## src/rtl/fifo_uart_pkg.sv

```systemverilog
// Shared types and constants for the FIFO-draining UART transmitter.
// FIFO_UART_TX_PARITY_EN adds the PARITY state to the state enum.
package fifo_uart_pkg;

    localparam int   DATA_BITS = 8;
    localparam logic FIFO_RD   = 1'b0;

`ifdef FIFO_UART_TX_PARITY_EN
    typedef enum logic [2:0] {IDLE, REQ, LOAD, START, DATA, PARITY, STOP} tx_state_t;
`else
    typedef enum logic [2:0] {IDLE, REQ, LOAD, START, DATA, STOP} tx_state_t;
`endif

endpackage

```

## src/rtl/fifo_uart_tx_baud.sv

```systemverilog
// Bit-period tick generator: Tick is high on the last cycle of every bit period.
// Unaffected by FIFO_UART_TX_PARITY_EN.
module baud_tick_gen #(
    parameter int CLKS_PER_BIT = 16
) (
    input  logic CLK,
    input  logic Reset,
    input  logic Clear,
    output logic Tick
);

    localparam int            CW   = (CLKS_PER_BIT > 1) ? $clog2(CLKS_PER_BIT) : 1;
    localparam logic [CW-1:0] LAST = CW'(CLKS_PER_BIT - 1);

    logic [CW-1:0] count_reg;

    always_ff @(posedge CLK or posedge Reset) begin
        if (Reset) begin
            count_reg <= '0;
        end else if (Clear || (count_reg == LAST)) begin
            count_reg <= '0;
        end else begin
            count_reg <= count_reg + 1'b1;
        end
    end

    assign Tick = (count_reg == LAST);

endmodule

```

## src/rtl/fifo_uart_tx.sv

```systemverilog
// Drains the byte FIFO and sends each byte LSB-first as a serial frame on Tx.
// Define FIFO_UART_TX_PARITY_EN to insert an even-parity bit after the data bits.
module fifo_uart_tx
    import fifo_uart_pkg::*;
#(
    parameter int CLKS_PER_BIT = 16,
    parameter int STOP_BITS    = 1
) (
    input  logic       CLK,
    input  logic       Reset,
    input  logic       Run,
    input  logic       Fifo_Empty,
    input  logic [7:0] Fifo_Data,
    output logic       Fifo_Enable,
    output logic       Fifo_Read_Write,
    output logic       Tx,
    output logic       Busy,
    output logic       Tx_Done
);

    localparam logic [2:0] LAST_BIT  = 3'(DATA_BITS - 1);
    localparam logic       LAST_STOP = 1'(STOP_BITS - 1);

    tx_state_t            state_reg;
    logic [DATA_BITS-1:0] shift_reg;
    logic [2:0]           bit_idx_reg;
    logic                 stop_cnt_reg;
    logic                 tx_reg;
    logic                 busy_reg;
    logic                 fifo_en_reg;
    logic                 tick;
    logic                 baud_clear;
    logic                 more;
`ifdef FIFO_UART_TX_PARITY_EN
    logic                 parity_reg;
`endif

    assign more = Run && !Fifo_Empty;

    // The bit timer is held at zero until the frame starts so START gets a full period.
    assign baud_clear = (state_reg == IDLE) || (state_reg == REQ) || (state_reg == LOAD);

    baud_tick_gen #(.CLKS_PER_BIT(CLKS_PER_BIT)) u_baud (
        .CLK   (CLK),
        .Reset (Reset),
        .Clear (baud_clear),
        .Tick  (tick)
    );

    always_ff @(posedge CLK or posedge Reset) begin
        if (Reset) begin
            state_reg    <= IDLE;
            shift_reg    <= '0;
            bit_idx_reg  <= '0;
            stop_cnt_reg <= 1'b0;
            tx_reg       <= 1'b1;
            busy_reg     <= 1'b0;
            fifo_en_reg  <= 1'b0;
`ifdef FIFO_UART_TX_PARITY_EN
            parity_reg   <= 1'b0;
`endif
        end else begin
            fifo_en_reg <= 1'b0;
            case (state_reg)
                IDLE: begin
                    tx_reg <= 1'b1;
                    if (more) begin
                        state_reg   <= REQ;
                        fifo_en_reg <= 1'b1;
                        busy_reg    <= 1'b1;
                    end else begin
                        busy_reg <= 1'b0;
                    end
                end
                REQ: begin
                    state_reg <= LOAD;
                end
                LOAD: begin
                    shift_reg    <= Fifo_Data;
`ifdef FIFO_UART_TX_PARITY_EN
                    parity_reg   <= ^Fifo_Data;
`endif
                    bit_idx_reg  <= '0;
                    stop_cnt_reg <= 1'b0;
                    tx_reg       <= 1'b0;
                    state_reg    <= START;
                end
                START: begin
                    if (tick) begin
                        tx_reg    <= shift_reg[0];
                        state_reg <= DATA;
                    end
                end
                DATA: begin
                    if (tick) begin
                        shift_reg   <= shift_reg >> 1;
                        bit_idx_reg <= bit_idx_reg + 1'b1;
                        if (bit_idx_reg == LAST_BIT) begin
`ifdef FIFO_UART_TX_PARITY_EN
                            tx_reg    <= parity_reg;
                            state_reg <= PARITY;
`else
                            tx_reg    <= 1'b1;
                            state_reg <= STOP;
`endif
                        end else begin
                            // Output tracks the bit that becomes shift[0] after this shift.
                            tx_reg <= shift_reg[1];
                        end
                    end
                end
`ifdef FIFO_UART_TX_PARITY_EN
                PARITY: begin
                    if (tick) begin
                        tx_reg    <= 1'b1;
                        state_reg <= STOP;
                    end
                end
`endif
                STOP: begin
                    if (tick) begin
                        if (stop_cnt_reg == LAST_STOP) begin
                            if (more) begin
                                state_reg   <= REQ;
                                fifo_en_reg <= 1'b1;
                            end else begin
                                state_reg <= IDLE;
                                busy_reg  <= 1'b0;
                            end
                        end else begin
                            stop_cnt_reg <= stop_cnt_reg + 1'b1;
                        end
                    end
                end
                default: begin
                    state_reg <= IDLE;
                    tx_reg    <= 1'b1;
                    busy_reg  <= 1'b0;
                end
            endcase
        end
    end

    assign Fifo_Enable     = fifo_en_reg;
    assign Fifo_Read_Write = FIFO_RD;
    assign Tx              = tx_reg;
    assign Busy            = busy_reg;
    assign Tx_Done         = (state_reg == STOP) && tick && (stop_cnt_reg == LAST_STOP);

endmodule

```

## config.mk

```make
export PLATFORM = sky130hd
export DESIGN_NAME = fifo_uart_tx
export DESIGN_NICKNAME = d
export VERILOG_FILES = /design/src/rtl/fifo_uart_pkg.sv /design/src/rtl/fifo_uart_tx_baud.sv /design/src/rtl/fifo_uart_tx.sv
export SDC_FILE = /design/constraint.sdc
export NUM_CORES = 1
export LEC_CHECK = 0
export BUFFER_PORTS_ARGS = -buffer_cell sky130_fd_sc_hd__buf_2
export CAP_MARGIN = 20
export CORE_MARGIN = 5
export CORE_UTILIZATION = 58
export CTS_CLUSTER_SIZE = 30
export DETAILED_ROUTE_END_ITERATION = 7
export GPL_ROUTABILITY_DRIVEN = 0
export HOLD_SLACK_MARGIN = 0.1
export PLACE_DENSITY = 0.81
export SLEW_MARGIN = 40
export SYNTH_ARGS = -nofsm -noshare
export SYNTH_HDL_FRONTEND = slang
export SYNTH_HIERARCHICAL = 1
export SYNTH_SLANG_ARGS = --single-unit
```

## constraint.sdc

```tcl
create_clock -name CLK -period 4.9 [get_ports CLK]
set_clock_uncertainty 0.15 [all_clocks]
set_input_delay 0.49 -clock CLK [delete_from_list [all_inputs] [get_ports CLK]]
set_output_delay 0.49 -clock CLK [all_outputs]
set_load 0.05 [all_outputs]
```

==> impl_metrics.json <==
{
  "post-place-ws_ps": 2800,
  "peakVddDrop_uv": 270,
  "synth-xor-area-share": 0.00786,
  "final-max-slew-violation-count": 0,
  "hold_viol_final": 0,
  "rows": 15,
  "p_per_area_mw_per_mm2": 504,
  "viasPerCell": 5.42,
  "leakage_nw": 0.584,
  "final_nets": 147,
  "die-area_mm2": 0.00290,
  "path_clk_slew_ps": 120,
  "grt_usage": 0.164,
  "coreArea_mm2": 0.00178,
  "syn_area_per_cell_um2": 9.45,
  "syn-num-nets": 133,
  "fp.dieW_um": 53.8,
  "cts_buffers": 3,
  "cts_setup_buffers": 0,
  "final.setup.worst_slack_ps": 2450,
  "vias": 845,
  "outcome": "finished clean",
  "cts_tree": "done",
  "cts_sinks": 21,
  "setup_tns_ps": 0,
  "start_util": 0.625,
  "wirelength_mm": 1.98,
  "synth_cells": 118,
  "wl_per_cell_um": 12.7,
  "synthAdderAreaFrac": 0.0337,
  "firstDrtPassIters": 5,
  "end_kind": "output pin",
  "grt_pass1_wl_mm": 3.37,
  "max_freq_mhz": 408,
  "cts.repair.resized": 0,
  "syn_to_final_growth_pct": 8.31,
  "synth_top_family_by_area": "simple AND/OR/NAND/NOR gates",
  "relSlewSlack": 0.562,
  "fp.dieH_um": 53.8,
  "root_buffer": "clkbuf_4",
  "num_antenna_cells": 0,
  "setup_viol": 0,
  "yosys.area_share.simple": 0.213,
  "rsz0062_at_grt": "false",
  "ys_types": 37,
  "drt_iter0_drc": 14,
  "critPathMaxFanout": 11,
  "h-tree-depth": 1,
  "overflow": 0,
  "num_io_pins": 17,
  "hold_class": "in -> reg",
  "start_kind": "register",
  "seq_area_frac_synth": 0.473,
  "yosysWarnings": 6,
  "synthesis.area_mm2": 0.00111,
  "worstPathRequired_ps": 4260,
  "yosys-mux-area-fraction": 0.0180,
  "drtAntennaViolNets": 0,
  "largest_reg_flops": 8,
  "drive_above_1_share": 0.198,
  "antenna_found_initial": 0,
  "cts_hold_buf": 1,
  "grt_max_degree": 20,
  "synth-seq-cells": 21,
  "clock_latency_ps": 310,
  "cts_buffer_depth": 2,
  "drc": 0,
  "synth_compound_area_frac": 0.189,
  "crit_arrival_ps": 1810,
  "finalCritPeriodShare": 0.500,
  "period_minus_slack_ps": 2450,
  "tightestPinTransition_ps": 657,
  "cap_violations": 0,
  "dpl.hpwl_mm": 1.46,
  "grt_pass1_vias": 798,
  "crit_type": "reg -> out",
  "io_buffer_count": 15
}
## logic make-up after synthesis
logic type,after synthesis
adders and majority gates,3
xor gates and xnor gates,1
buffers and inverters,12
muxes,2
DFF,21
other,1
AOI/OAI and AO/OA,30
and+or+nand+nor,48
## report_power, final
group | switching [mW] | internal (mW)
logic | 0.122 | 0.100
registers | 0.0658 | 0.238
clock network | 0.0515 | 0.0305
total | 0.240 | 0.368
## cell usage in the layout, fill, tap and decap left out, types with 2 or more instances in the layout
cell,instances
a31oi_1,8
mux2i_1,2
ha_1,3
inv_1,5
o21ai_1,2
clkbuf_4,3
nand3_1,2
o21ai_0,3
a21oi_1,4
o21a_1,2
nor3_1,3
nand2_1,19
buf_2,15
nor2b_1,2
nor2_1,15
dfrtp_1,20
a2bb2oi_1,2
## Yosys cell counts, drive strengths merged
cell type,number,area (µm²)
o32ai,1,8.76
nor2b,2,12.5
a21oi,5,36.3
a21o,2,16.3
a31oi,8,50.1
nor3b,1,7.51
nor2,15,56.3
a211oi,1,7.51
o21a,2,15.0
nand2b,2,20.0
dfrtp,20,500
and2,1,6.26
buf,7,51.3
nand3b,1,20.0
conb,1,3.75
nand2,19,71.3
o21bai,1,7.51
a311oi,1,8.76
a2bb2oi,2,17.5
nor3,3,15.0
and3,2,18.8
nand3,2,10.0
ha,3,37.5
o41ai,1,8.76
inv,5,18.8
mux2i,2,20.0
o22a,1,8.76
xnor2,1,8.76
dfstp,1,26.3
o21ai,5,25.0
## area by class of cell
type                    count  area (µm²)
repair buffers             16        85.1
multi-input cells          85         518
fillers                   156         576
clock inverters             1        5.00
flip-flops and latches     21         527
clock buffers               3        22.5
inverters                   5        18.8
well taps                  25        31.3
## critical path, stage by stage, from the launching register on
cell and delay (ps):
dfrtp_1 410, ha_1 230, and3_4 290, nand2_1 120, nor2_1 160, buf_2 280
## metal layers
layer	share of wire	track usage	vias to the layer above	wire (µm)
li1	-	-	436	-
met1	0.44	0.186	383	881
met5	0	0	-	0
met4	0.025	0.102	0	49
met3	0.055	0.0277	5	108
met2	0.48	0.284	21	942
## per-stage QoR
step | power (mW) | util | std cells | instance area [µm²] | hold WS [ps]
finish | 0.608 | 0.677 | 156 | 1210 | 269
floorplan | 0.489 | - | 118 | 1110 | 106
global route | 0.649 | 0.677 | 156 | 1210 | 273
CTS | 0.612 | 0.677 | 156 | 1210 | 260
global placement | 0.512 | 0.656 | 151 | 1170 | 234
detailed placement | 0.528 | 0.656 | 151 | 1170 | 235
## path summary, 6_finish.rpt
path,start,endpoint,slack [ps],depth (start not counted)
setup reg to reg,u_baud/count_reg[0],shift_reg[0],2950,6
min in group asynchronous,Reset,u_baud/count_reg[2],440,3
max in group asynchronous,Reset,shift_reg[0],3510,3
hold reg to reg,bit_idx_reg[0],bit_idx_reg[0],340,1
hold / removal,Fifo_Data[3],shift_reg[3],270,3
setup / recovery,u_baud/count_reg[0],Tx_Done,2450,5
Note: power is estimated with default switching activity, not from simulation.
